File: src/rtl/seg_scan_capture.sv
// seg_scan_capture
// Receive-side monitor for the multiplexed 4-digit seven-segment display bus.
// It synchronizes the active-low anode strobes and segment lines, waits for each
// strobe to settle, decodes the segment pattern back to a digit, and assembles
// complete 4-digit frames onto led_0..led_3. A frame holding any bad strobe or
// pattern is discarded with a frame_err pulse. The stale flag is raised when no
// capture has arrived for TIMEOUT_CYCLES.
// Optional feature: define SEG_HEX_EXT_EN to accept the A..F patterns as 10..15.

module seg_scan_capture #(
    parameter int unsigned STABLE_CYCLES  = 16,
    parameter int unsigned TIMEOUT_CYCLES = 1_000_000
) (
    input  logic       clk,
    input  logic       rst,
    input  logic [6:0] seg_data,
    input  logic [3:0] AN,
    output logic [3:0] led_0,
    output logic [3:0] led_1,
    output logic [3:0] led_2,
    output logic [3:0] led_3,
    output logic       frame_valid,
    output logic       frame_err,
    output logic       stale
);

    localparam int unsigned CW = (STABLE_CYCLES > 2) ? $clog2(STABLE_CYCLES) : 1;
    localparam int unsigned TW = $clog2(TIMEOUT_CYCLES + 1);
    // Capture fires on the cycle the settle counter steps onto STABLE_CYCLES-1.
    localparam logic [CW-1:0] CNT_LAST = CW'(STABLE_CYCLES - 2);
    localparam logic [TW-1:0] TMO_MAX  = TW'(TIMEOUT_CYCLES);
    localparam logic [3:0]    AN_BLANK = 4'b1111;

    typedef enum logic {
        SETTLE,
        HELD
    } state_e;

    // Synchronizers and previous-sample register
    logic [3:0]  an_s1_q,  an_s1_d;
    logic [3:0]  an_s2_q,  an_s2_d;
    logic [6:0]  seg_s1_q, seg_s1_d;
    logic [6:0]  seg_s2_q, seg_s2_d;
    logic [10:0] prev_q,   prev_d;
    logic [10:0] sample;
    logic        same;

    // Strobe FSM
    state_e        state_q, state_d;
    logic [CW-1:0] cnt_q,   cnt_d;
    logic          capture;

    // Frame assembly and outputs
    logic [3:0][3:0] shadow_q, shadow_d;
    logic [3:0][3:0] led_q,    led_d;
    logic [3:0]      mask_q,   mask_d;
    logic            err_q,    err_d;
    logic [TW-1:0]   tmo_q,    tmo_d;
    logic            fv_q,     fv_d;
    logic            fe_q,     fe_d;
    logic            stale_q,  stale_d;

    logic [4:0] dec;
    logic [1:0] an_idx;
    logic       an_ok;
    logic       refresh;

    // Active-low pattern decode; bit 4 flags a recognised digit.
    function automatic logic [4:0] seg_decode(input logic [6:0] pat);
        logic [4:0] r;
        r = '0;
        case (pat)
            7'b0000001: r = {1'b1, 4'd0};
            7'b1001111: r = {1'b1, 4'd1};
            7'b0010010: r = {1'b1, 4'd2};
            7'b0000110: r = {1'b1, 4'd3};
            7'b1001100: r = {1'b1, 4'd4};
            7'b0100100: r = {1'b1, 4'd5};
            7'b0100000: r = {1'b1, 4'd6};
            7'b0001111: r = {1'b1, 4'd7};
            7'b0000000: r = {1'b1, 4'd8};
            7'b0000100: r = {1'b1, 4'd9};
`ifdef SEG_HEX_EXT_EN
            7'b0001000: r = {1'b1, 4'd10};
            7'b1100000: r = {1'b1, 4'd11};
            7'b0110001: r = {1'b1, 4'd12};
            7'b1000010: r = {1'b1, 4'd13};
            7'b0110000: r = {1'b1, 4'd14};
            7'b0111000: r = {1'b1, 4'd15};
`endif
            default:    r = '0;
        endcase
        return r;
    endfunction

    // Two-flop synchronizer chain plus the one-cycle-old sample for change detection
    always_comb begin
        an_s1_d  = AN;
        an_s2_d  = an_s1_q;
        seg_s1_d = seg_data;
        seg_s2_d = seg_s1_q;
        sample   = {an_s2_q, seg_s2_q};
        prev_d   = sample;
        same     = (sample == prev_q);
    end

    // Synchronizer registers; reset to the blank (all-ones) bus state
    always_ff @(posedge clk or posedge rst) begin
        if (rst) begin
            an_s1_q  <= '1;
            an_s2_q  <= '1;
            seg_s1_q <= '1;
            seg_s2_q <= '1;
            prev_q   <= '1;
        end else begin
            an_s1_q  <= an_s1_d;
            an_s2_q  <= an_s2_d;
            seg_s1_q <= seg_s1_d;
            seg_s2_q <= seg_s2_d;
            prev_q   <= prev_d;
        end
    end

    // Strobe FSM state register
    always_ff @(posedge clk or posedge rst) begin
        if (rst) begin
            state_q <= SETTLE;
            cnt_q   <= '0;
        end else begin
            state_q <= state_d;
            cnt_q   <= cnt_d;
        end
    end

    // Strobe FSM next state: count stable samples, then hold until the bus moves
    always_comb begin
        state_d = state_q;
        cnt_d   = cnt_q;
        case (state_q)
            SETTLE: begin
                if (!same) begin
                    cnt_d = '0;
                end else begin
                    cnt_d = cnt_q + 1'b1;
                    if (cnt_q == CNT_LAST) begin
                        state_d = HELD;
                    end
                end
            end
            HELD: begin
                if (!same) begin
                    state_d = SETTLE;
                    cnt_d   = '0;
                end
            end
            default: begin
                state_d = SETTLE;
                cnt_d   = '0;
            end
        endcase
    end

    // Strobe FSM output: one capture strobe per settled bus value
    always_comb begin
        capture = (state_q == SETTLE) && same && (cnt_q == CNT_LAST);
    end

    // Capture action, frame assembly and timeout; a capture always beats expiry
    always_comb begin
        shadow_d = shadow_q;
        led_d    = led_q;
        mask_d   = mask_q;
        err_d    = err_q;
        tmo_d    = tmo_q;
        fv_d     = 1'b0;
        fe_d     = 1'b0;
        stale_d  = stale_q;
        refresh  = 1'b0;
        dec      = seg_decode(seg_s2_q);
        an_ok    = 1'b1;
        an_idx   = 2'd0;

        case (an_s2_q)
            4'b0111: an_idx = 2'd0;
            4'b1011: an_idx = 2'd1;
            4'b1101: an_idx = 2'd2;
            4'b1110: an_idx = 2'd3;
            default: an_ok  = 1'b0;
        endcase

        if (capture && (an_s2_q != AN_BLANK)) begin
            refresh = 1'b1;
            if (an_ok) begin
                mask_d[an_idx] = 1'b1;
                if (dec[4]) begin
                    shadow_d[an_idx] = dec[3:0];
                end else begin
                    err_d = 1'b1;
                end
            end else begin
                err_d = 1'b1;
            end
        end

        if (refresh) begin
            tmo_d = '0;
            if (mask_d == 4'b1111) begin
                if (!err_d) begin
                    led_d   = shadow_d;
                    fv_d    = 1'b1;
                    stale_d = 1'b0;
                end else begin
                    fe_d = 1'b1;
                end
                mask_d = '0;
                err_d  = 1'b0;
            end
        end else if (tmo_q != TMO_MAX) begin
            tmo_d = tmo_q + 1'b1;
            if (tmo_d == TMO_MAX) begin
                stale_d = 1'b1;
                mask_d  = '0;
                err_d   = 1'b0;
            end
        end
    end

    // Frame assembly and output registers
    always_ff @(posedge clk or posedge rst) begin
        if (rst) begin
            shadow_q <= '0;
            led_q    <= '0;
            mask_q   <= '0;
            err_q    <= 1'b0;
            tmo_q    <= '0;
            fv_q     <= 1'b0;
            fe_q     <= 1'b0;
            stale_q  <= 1'b1;
        end else begin
            shadow_q <= shadow_d;
            led_q    <= led_d;
            mask_q   <= mask_d;
            err_q    <= err_d;
            tmo_q    <= tmo_d;
            fv_q     <= fv_d;
            fe_q     <= fe_d;
            stale_q  <= stale_d;
        end
    end

    assign led_0       = led_q[0];
    assign led_1       = led_q[1];
    assign led_2       = led_q[2];
    assign led_3       = led_q[3];
    assign frame_valid = fv_q;
    assign frame_err   = fe_q;
    assign stale       = stale_q;

endmodule
File: config.mk
export PLATFORM = sky130hd
export DESIGN_NAME = seg_scan_capture
export DESIGN_NICKNAME = d
export VERILOG_FILES = /design/src/rtl/seg_scan_capture.sv
export SDC_FILE = /design/constraint.sdc
export NUM_CORES = 1
export LEC_CHECK = 0
export CAP_MARGIN = 20
export CORE_ASPECT_RATIO = 1.1
export CORE_UTILIZATION = 52
export DETAILED_ROUTE_END_ITERATION = 10
export DONT_BUFFER_PORTS = 1
export PLACE_DENSITY = 0.71
export SYNTH_ARGS = -nofsm -noshare
export SYNTH_HDL_FRONTEND = slang
export SYNTH_SLANG_ARGS = --single-unit
File: constraint.sdc
create_clock -name clk -period 7.82 [get_ports clk]
set_input_delay 1.564 -clock clk [delete_from_list [all_inputs] [get_ports clk]]
set_output_delay 1.564 -clock clk [all_outputs]
set_load 0.02 [all_outputs]
# After elaboration in Yosys (flattened, before gate mapping)
# Index checks and enable logic that the tools add are counted.
# word_totals
output_inout_bits	19
romBits	0
register_bits	98
n_memories	0
ramBits	0
latch_bits	0
# classes
shifts	0
div	0
n_mul	0
n_mux	45
n_reduce_logical	10
bitwise	3
n_eq_ne	22
n_lt_le_gt_ge	2
add_sub_neg	2
# op_table
operator	n
$pmux W5 S10	1
$mux W16	3
$mux W20	2
$mux W4	9
$mux W1	24
$add A20 B1 Y20 const B	1
$eq A20 B20 Y1 const B	1
$eq A4 B4 Y1 const B	5
$ne A20 B20 Y1 const B	1
$bwmux W16	1
$eq A7 B3 Y1 const B	2
$eq A7 B6 Y1 const B	2
$eq A7 B7 Y1 const B	2
$eq A11 B11 Y1	1
$demux W4 S2	1
$pmux W4 S2	1
$eq A7 B1 Y1 const B	1
$eq A7 B4 Y1 const B	1
$eq A7 B5 Y1 const B	1
$logic_not A7 Y1	1
$pmux W2 S3	1
$add A4 B1 Y4 const B	1
$eq A4 B3 Y1 const B	1
$logic_and A1 B1 Y1	4
other kinds (13)	16

# Longest topological paths before layout
# Gate-level depths: netlist of the first run.
# logic_depth
depth_word	12
ltp_mapped	8

# Least setup slack after synthesis of the first run
# OpenSTA, ideal clock, no wires.
# synth_path
kind	register to register
start	reg tmo_q[1]
end	reg err_q
period_less_slack_ns	2.224
slack_ns	5.596
path_stages_with_launch	9
arrival_time_ns	2.101
path_buffers	1
path_cell_list	dfrtp_1 ha_1 buf_2 nand2_1 nor4_1 mux2_2 nor4b_2 and3_4 nor3_1
# synth_via
elab_chain_len	5
elab_cells_between_ends	6
# synth_lines
item	line_no	source
from (decl)	58	logic [TW-1:0] tmo_q, tmo_d;
from (signal assigned)	244	tmo_q <= tmo_d;
$add A20 B1 Y20	219	tmo_d = tmo_q + 1'b1;
$eq A20 B20 Y1	220	if (tmo_d == TMO_MAX) begin
$mux W1	220	
$mux W1 *	218	end else if (tmo_q != TMO_MAX) begin
$mux W1 *	205	if (refresh) begin
named net err_d	57	logic err_q, err_d;
to (signal assigned)	243	err_q <= err_d;
to (decl)	57	
# Mark *: on every way through the listed nets, which the timed path passes. The rest lies on a longest branch.
# A chain may end at the register's enable or synchronous reset.

# Final worst setup path of the first run
# layout_path
start	reg seg_s2_q[1]
end	reg led_q (netlist bit led_1[3])
# layout_via
elab_chain_len	7
elab_cells_between_ends	27
# layout_lines
item	line_no	source
from (decl)	43	logic [6:0] seg_s2_q, seg_s2_d;
from (signal assigned)	119	seg_s2_q <= seg_s2_d;
$eq A7 B3 Y1 (tied with other cells)	72	case (pat)
$pmux W5 S10 or $logic_and A1 B1 Y1 (tied branches)	72, 165	
$mux W1 or $logic_and A1 B1 Y1 (tied branches)	195, 165	
$mux W1 or $logic_and A1 B1 Y1 (tied branches)	193, 191	
$mux W1 or $mux W4 (tied branches)	191	if (capture && (an_s2_q != AN_BLANK)) begin
$not A1 Y1 (no source line) or $eq A4 B4 Y1 (tied branches)	-	
$reduce_and A3 Y1 (no source line)	-	
to (signal assigned)	241	led_q <= led_d;
to (decl)	55	logic [3:0][3:0] led_q, led_d;
# Several ways; a longest one is shown, not always the timed one.

==> results of run 1 <==
-- cells in the mapped netlist, types with 6 or more instances --
master,count
o2bb2ai_1,12
xnor2_1,24
inv_1,21
o211ai_1,6
buf_2,13
nor2_1,36
mux2_1,7
or3_1,6
nand3_1,10
nor3_1,8
nand2_1,27
nand4_1,10
and2_1,6
a21oi_1,11
dfrtp_1,64
xor2_1,8
nor4_1,9
o21ai_0,18
dfstp_2,34
-- cells by family (layout without fill, tap and decap cells) --
group	after synthesis	after routing
buf+inv	43	38
simple gates	151	151
mux	15	15
fa+ha+maj	5	5
xor+xnor	32	32
flops	98	98
compound gates	66	66
-- flip-flops by register name, indices dropped and copies added (netlist names) --
name	flops
an_s1_q	4
an_s2_q	4
cnt_q	4
err_q	1
frame_err	1
frame_valid	1
led_0	4
led_1	4
led_2	4
led_3	4
mask_q	4
prev_q	11
seg_s1_q	7
seg_s2_q	7
shadow_q	16
stale	1
state_q	1
tmo_q	20
-- power by group --
group	switching, µW	total, µW	internal, µW
Combinational	17.8	26.0	8.25
Clock	194	351	157
Sequential	9.70	532	523
-- stage by stage --
step	std cells	setup slack (ns)	util (%)
2_1_floorplan	410	3.75	-
3_3_place_gp	500	4.90	54.5
3_5_place_dp	500	4.84	54.5
4_1_cts	516	4.81	57.0
5_1_grt	516	4.58	57.0
6_report	516	4.81	57.0
-- final timing paths --
kind,startpoint,to,slack [ns],cells past startpoint
max in group asynchronous,rst,tmo_q[0],5.67,2
worst max-delay path,seg_s2_q[1],led_1[3],4.81,5
min in group asynchronous,rst,led_2[3],1.05,1
worst min register to register,an_s1_q[2],an_s2_q[2],0.36,0
worst max register to register,seg_s2_q[1],led_1[3],4.81,5
worst min-delay path,an_s1_q[2],an_s2_q[2],0.36,0
-- layer usage --
metal  vias up  track usage [%]  share of wire [%]
met4         0             7.57                1.5
met1      1464             28.6                 49
met5         -                0                  0
met2        60             30.8                 46
li1       1433                -                  -
met3        15             4.22                3.6
-- area by class of cell --
cell class | instances | share of cell area, %
flip-flops and latches | 98 | 51.8
clock buffers | 9 | 2.57
clock inverters | 7 | 1.92
multi-input cells | 269 | 39.0
inverters | 21 | 1.69
well taps | 111 | 2.88
repair buffers | 1 | 0.156
-- worst max-delay path, delay by kind of cell, from the launching register on --
kind            cells  cell delay (ns)
flops               1             0.64
simple gates        1             0.28
mux                 1             0.54
compound gates      3             1.44
==> results.json, run 1 <==
{
  "min_period_ns": 3.01,
  "worst_pin_slew_ns": 1.04,
  "syn_inst": 410,
  "slowest_stage": "a221oi_2",
  "power.density_mw_per_mm2": 189,
  "synthTopCellsByArea": "dfrtp_1 (35%), dfstp_2 (19%), xnor2_1 (4.6%), nor2_1 (2.9%), o2bb2ai_1 (2.3%)",
  "placed_area_mm2": 0.00460,
  "path_max_fanout": 22,
  "synth.distinct_cells": 60,
  "ff_latch_area_mm2": 0.00249,
  "maxCapViolations": 0,
  "multi_input_area_mm2": 0.00188,
  "synth_compound_area_share_pct": 10.1,
  "syn_to_final_growth_pct": 5.07,
  "async_flop_share_pct": 100,
  "synth-adder-area-share_pct": 1.36,
  "end_kind": "register",
  "synth_warnings": 0,
  "ys_ff_latch": 98,
  "grt-ovfl-total": 0,
  "crit_arrival_ns": 3.26,
  "cts_root_buf": "clkbuf_8",
  "hold_viol": 0,
  "clkTransAtPathRegs_ns": 0.10,
  "slew_viol_final": 0,
  "drt_iter0_drc": 187,
  "grt_use_total_pct": 20.2,
  "synthesis.nets": 428,
  "routed_via_density": 5.76,
  "setup_violations": 0,
  "start_util_pct": 54.3,
  "num_vias": 2972,
  "drc_errors": 0,
  "clock_latency_ns": 0.38,
  "fp.dieH_um": 101,
  "rsz0062_at_grt": "no",
  "antenna_found_initial": 0,
  "synth_area_mm2": 0.00459,
  "clock.fmax_mhz": 332,
  "fin_nets": 418,
  "ys_seq_area_share_pct": 54.4,
  "crit_required_ns": 8.07,
  "gp_congestion": 0.940,
  "ir_drop_mv": 0.106,
  "layout-drive-gt1-share_pct": 17.0,
  "io_buffer_count": 0,
  "cp-start-kind": "register",
  "synth_top_area_share_pct": 34.9,
  "post-cts-setup-buffer-count": 0,
  "fillers": 702,
  "fin_crit_sh_pct": 38.5,
  "cts_hold_buf": 0,
  "die_area_mm2": 0.00920,
  "synth_top_area_cell": "dfrtp_1",
  "totalWireLength_um": 8340,
  "final_common_cell": "dfrtp_1",
  "cts_resized": 0,
  "grt_start_max_net_pins": 62,
  "cts_tree": "yes",
  "max_slew_margin_pct": 30.5,
  "hold_path_class": "reg2reg",
  "grt_pass1_wl_um": 14600,
  "critPathKind": "reg2reg",
  "leakage_uw": 0.00202,
  "stdcell_area_mm2": 0.00482,
  "die_x_um": 91.6,
  "postSynthAreaPerCell_um2": 11.2,
  "synthMuxAreaShare_pct": 3.71,
  "drt-wirelength-per-cell_um": 16.2,
  "skew_ns": 0.0181,
  "grt_pass1_vias": 2973,
  "dr.pass1.iters": 5,
  "synth_edf_count": 0,
  "cts.path.max_buffers": 2,
  "layout.cells.most_common_list": "dfrtp_1 (64), nor2_1 (36), dfstp_2 (34)",
  "yosys.area_share.simple_pct": 19.6,
  "synth_flop_cell": "dfrtp_1",
  "pin_count": 32,
  "htree_levels": 3,
  "synth-xor-area-share_pct": 6.11,
  "p_total_uw": 909,
  "rows": 35,
  "antenna_cells": 0,
  "cts_buffers": 9,
  "ant_nets": 0,
  "fin_setup_tns_ns": 0,
  "path_cells": "and4b_1, a21oi_1, a221oi_2, o2111ai_2, mux2_1",
  "outcome": "completed",
  "timing.hold.ws_ns": 0.359,
  "cts_sinks": 98,
  "core_mm2": 0.00845,
  "slowest_delay_ns": 0.70,
  "synth_top_family_by_area": "simple AND/OR/NAND/NOR gates",
  "hpwlAfterDp_um": 5720
}
Power figures use the tool's default switching activity.
==> inputs of run 2 (changes only) <==
- PLACE_DENSITY: 0.71 -> 0.74
- clock period: 7.82 -> 2.7 ns (I/O delays scaled with it)
==> results.json, run 2 (synthesized netlist as in run 1, its figures left out) <==
{
  "layout.cells.most_common_list": "dfrtp_1 (64), nor2_1 (36), dfstp_2 (34)",
  "fin_nets": 429,
  "fillers": 695,
  "fin_crit_sh_pct": 91.2,
  "cts_resized": 0,
  "setup_slack_ns": 0.237,
  "cts_tree": "yes",
  "drt-wirelength-per-cell_um": 16.5,
  "cp-start-kind": "register",
  "power.density_mw_per_mm2": 528,
  "setup_violations": 0,
  "cts_root_buf": "clkbuf_8",
  "fin_setup_tns_ns": 0,
  "antenna_cells": 0,
  "syn_to_final_growth_pct": 6.84,
  "rows": 35,
  "critPathKind": "reg2reg",
  "maxCapViolations": 0,
  "skew_ns": 0.0123,
  "routed_via_density": 5.82,
  "layout-drive-gt1-share_pct": 19.0,
  "hold_viol": 0,
  "drt_iter0_drc": 233,
  "totalWireLength_um": 8670,
  "die_x_um": 91.6,
  "cts_hold_buf": 0,
  "core_mm2": 0.00845,
  "top_regs": "tmo_q: 20 flops, shadow_q: 16 flops, prev_q: 11 flops",
  "cts_sinks": 98,
  "htree_levels": 3,
  "r2r_cells": 7,
  "hpwlAfterDp_um": 6100,
  "min_period_ns": 2.46,
  "num_vias": 3065,
  "fp.dieH_um": 101,
  "grt-ovfl-total": 0,
  "drc_errors": 0,
  "grt_use_total_pct": 21.1,
  "end_kind": "register",
  "max_slew_margin_pct": 54.9,
  "clock_latency_ns": 0.37,
  "antenna_found_initial": 0,
  "start_util_pct": 54.3,
  "io_buffer_count": 0,
  "p_clk_share_pct": 37.4,
  "cts_buffers": 9,
  "cts.path.max_buffers": 2,
  "p_int_uw": 1980,
  "utilization_pct": 58.0,
  "place_ws_ns": 0.338,
  "ir_drop_mv": 0.257,
  "switching_power_uw": 607,
  "leakage_uw": 0.00206,
  "grt_pass1_vias": 3057,
  "gp_congestion": 0.929,
  "reg2reg_to": "led_3[2]",
  "r2r-start": "seg_s2_q[5]",
  "slew_viol_final": 0,
  "ant_nets": 0,
  "rsz0062_at_grt": "no",
  "pin_count": 32,
  "hold_path_class": "in2async",
  "die_area_mm2": 0.00920,
  "outcome": "completed",
  "dr.pass1.iters": 4,
  "swShare_pct": 23.5,
  "crit_arrival_ns": 2.71,
  "ff2ff_setup_slack_ns": 0.24,
  "worst_pin_slew_ns": 0.670,
  "clock.fmax_mhz": 406,
  "share_seq_of_total_power_pct": 59.5,
  "final_common_cell": "dfrtp_1",
  "post-cts-setup-buffer-count": 0,
  "grt_start_max_net_pins": 99,
  "pwr-share-comb_pct": 3.1,
  "clkTransAtPathRegs_ns": 0.10,
  "largest_reg_flops": 20,
  "grt_pass1_wl_um": 15100,
  "path_max_fanout": 11,
  "crit_required_ns": 2.95,
  "top_register": "tmo_q"
}
[run 2: area by class of cell]
cell class / count / area, µm² / area share (%)
repair buffers: 12 / 103 / 2.09
multi-input cells: 269 / 1880 / 38.4
clock inverters: 6 / 73.8 / 1.51
inverters: 21 / 82.6 / 1.68
flip-flops and latches: 98 / 2490 / 50.9
clock buffers: 10 / 128 / 2.60
well taps: 111 / 139 / 2.83
[run 2: power by group through the flow]
stage               sequential (µW)  clock (µW)  combinational, µW
floorplan                      1550           0               75.5
global placement               1570           0               80.3
detailed placement             1570           0               81.9
CTS                            1540         988               82.4
global route                   1550        1050               91.3
finish                         1540         968               80.0
[run 2: worst max path at each step]
| stage | startpoint | to | slack (ns) | depth (start not counted) |
|---|---|---|---|---|
| floorplan | tmo_q[1] | err_q | 0.48 | 8 |
| global placement | seg_s2_q[1] | led_3[0] | 0.42 | 7 |
| detailed placement | seg_s2_q[5] | led_3[2] | 0.34 | 7 |
| CTS | seg_s2_q[5] | led_3[2] | 0.31 | 7 |
| global route | seg_s2_q[5] | led_3[2] | 0.08 | 7 |
| finish | seg_s2_q[5] | led_3[2] | 0.24 | 7 |
[run 2: critical path: stages (launching register included)]
cell       delay, ns
dfstp_2         0.65
and4b_1         0.26
a21oi_1         0.21
a221oi_2        0.09
buf_4           0.19
o21ai_0         0.48
o2bb2ai_1       0.18
o21ai_0         0.29
[run 2: per-layer routing]
metal,track usage (%),up-vias,share of wire (%)
li1,-,1463,-
met1,28.8,1515,47
met2,32.2,69,46
met3,4.30,18,3.8
met4,11.0,0,2.8
met5,0,-,0
[run 2: stage by stage]
| step | cells | area [µm²] | hold slack, ns | total power (µW) |
|---|---|---|---|---|
| 5_1_grt | 527 | 4900 | 0.133 | 2690 |
| 4_1_cts | 527 | 4900 | 0.144 | 2610 |
| 3_5_place_dp | 511 | 4700 | 0.347 | 1650 |
| 3_3_place_gp | 511 | 4700 | 0.347 | 1650 |
| 6_report | 527 | 4900 | 0.140 | 2590 |
| 2_1_floorplan | 410 | 4590 | 0.345 | 1630 |
==> inputs of run 3 (changes only) <==
- ABC_CLOCK_PERIOD_IN_PS: default -> 3200
- PLACE_DENSITY: 0.74 -> 0.71
- clock period: 2.7 -> 3.2 ns (I/O delays scaled with it)
==> results.json, run 3 (synthesized netlist as in run 1, its figures left out) <==
{
  "met1_usage_pct": 29.5,
  "hold_path_class": "in2async",
  "start_util_pct": 54.3,
  "grt_start_max_net_pins": 58,
  "rows": 35,
  "reg2reg_to": "led_2[3]",
  "end_kind": "register",
  "pwr-share-comb_pct": 3.1,
  "min_period_ns": 2.76,
  "cts.path.max_buffers": 2,
  "cts_hold_buf": 0,
  "grt-ovfl-total": 0,
  "layout-drive-gt1-share_pct": 17.8,
  "endpoint": "led_2[3]",
  "maxCapViolations": 0,
  "gp_congestion": 0.889,
  "switching_power_uw": 521,
  "dr.pass1.iters": 5,
  "swShare_pct": 24.3,
  "use_met3_pct": 4.15,
  "p_clk_share_pct": 36.1,
  "final_common_cell": "dfrtp_1",
  "routed_via_density": 5.78,
  "globalRouteMet2Util_pct": 30.6,
  "hpwlAfterDp_um": 5960,
  "path_cells": "and4b_1, a32oi_1, nand2_1, o2111ai_2, buf_4, mux2_1",
  "slowest_stage": "dfstp_2",
  "antenna_found_initial": 0,
  "clkTransAtPathRegs_ns": 0.10,
  "grt_pass1_vias": 2975,
  "rsz0062_at_grt": "no",
  "drt_iter0_drc": 284,
  "crit_family": "compound AO/OA/AOI/OAI gates",
  "cts_resized": 0,
  "critPathLaunch": "seg_s2_q[5]",
  "power.density_mw_per_mm2": 443,
  "grt_use_total_pct": 20.3,
  "totalWireLength_um": 8590,
  "fin_setup_tns_ns": 0,
  "htree_levels": 3,
  "io_buffer_count": 0,
  "largest_reg_flops": 20,
  "pin_count": 32,
  "hold_viol": 0,
  "worst_pin_slew_ns": 0.812,
  "skew_ns": 0.0140,
  "ant_nets": 0,
  "layout.cells.most_common_list": "dfrtp_1 (64), nor2_1 (36), dfstp_2 (34)",
  "grt_busiest_layer": "met2",
  "leakage_uw": 0.00203,
  "r2r_cells": 6,
  "fp.dieH_um": 101,
  "post-cts-setup-buffer-count": 0,
  "setup_violations": 0,
  "cts_tree": "yes",
  "crit_cells": 6,
  "cp-start-kind": "register",
  "top_regs": "tmo_q: 20 flops, shadow_q: 16 flops, prev_q: 11 flops",
  "antenna_cells": 0,
  "ir_drop_mv": 0.298,
  "top_register": "tmo_q",
  "ff2ff_setup_slack_ns": 0.44,
  "slowest_delay_ns": 0.65,
  "place_ws_ns": 0.468,
  "critPathKind": "reg2reg",
  "max_slew_margin_pct": 45.4,
  "p_int_uw": 1620,
  "slew_viol_final": 0,
  "fillers": 692,
  "num_vias": 3006,
  "r2r-start": "seg_s2_q[5]",
  "path_buf_inv": 1,
  "drc_errors": 0,
  "drt-wirelength-per-cell_um": 16.5,
  "clock_latency_ns": 0.36,
  "path_max_fanout": 15,
  "crit_arrival_ns": 3.01,
  "share_seq_of_total_power_pct": 60.7,
  "die_x_um": 91.6,
  "fin_nets": 422,
  "setup_slack_ns": 0.437,
  "cts_root_buf": "clkbuf_8",
  "fin_crit_sh_pct": 86.3,
  "cts_buffers": 9,
  "cts_sinks": 98,
  "core_mm2": 0.00845,
  "crit_required_ns": 3.44,
  "die_area_mm2": 0.00920,
  "syn_to_final_growth_pct": 5.51,
  "clock.fmax_mhz": 362,
  "grt_pass1_wl_um": 14800,
  "outcome": "completed"
}
run 3: cell types whose count changed in the layout (fill, tap and decap cells not counted), sizes merged:
cell	before	now
clkinvlp	3	1
buf	12	5
bufinv	1	0
inv	22	25
run 3: area by class of cell:
type | count | area, µm² | share of cell area (%)
clock buffer | 10 | 138 | 2.84
clock inverter | 6 | 56.3 | 1.16
inverter | 21 | 81.3 | 1.68
multi-input combinational | 269 | 1880 | 38.9
sequential | 98 | 2490 | 51.5
tap | 111 | 139 | 2.87
timing repair buffer | 5 | 50.0 | 1.03
run 3: per-stage QoR:
stage                     cell area, µm²  hold slack (ns)  power [µW]  cells  util [%]
after floorplan                     4590            0.345        1370    410         -
after global placement              4650            0.348        1390    504      55.0
after detailed placement            4650            0.347        1390    504      55.0
after CTS                           4840            0.189        2180    520      57.3
after global routing                4840            0.203        2230    520      57.3
final                               4840            0.189        2140    520      57.3
run 3: how the worst min path moves through the flow:
stage / end / slack [ns]
after CTS: led_3[0] / 0.19
after detailed placement: seg_s2_q[3] / 0.35
after global routing: led_3[0] / 0.20
after floorplan: an_s2_q[0] / 0.35
after global placement: an_s2_q[2] / 0.35
final: led_3[0] / 0.19
run 3: power groups by stage:
| stage | clock network, µW | registers, µW | logic (µW) |
|---|---|---|---|
| final | 774 | 1300 | 67.4 |
| after global routing | 851 | 1310 | 76.8 |
| after CTS | 804 | 1300 | 69.4 |
| after detailed placement | 0 | 1320 | 68.9 |
| after global placement | 0 | 1320 | 68.2 |
| after floorplan | 0 | 1310 | 63.4 |
run 3: metal layers:
metal	wire (µm)	vias up
li1	-	1442
met1	4120	1469
met2	3950	84
met3	391	11
met4	138	0
met5	0	-
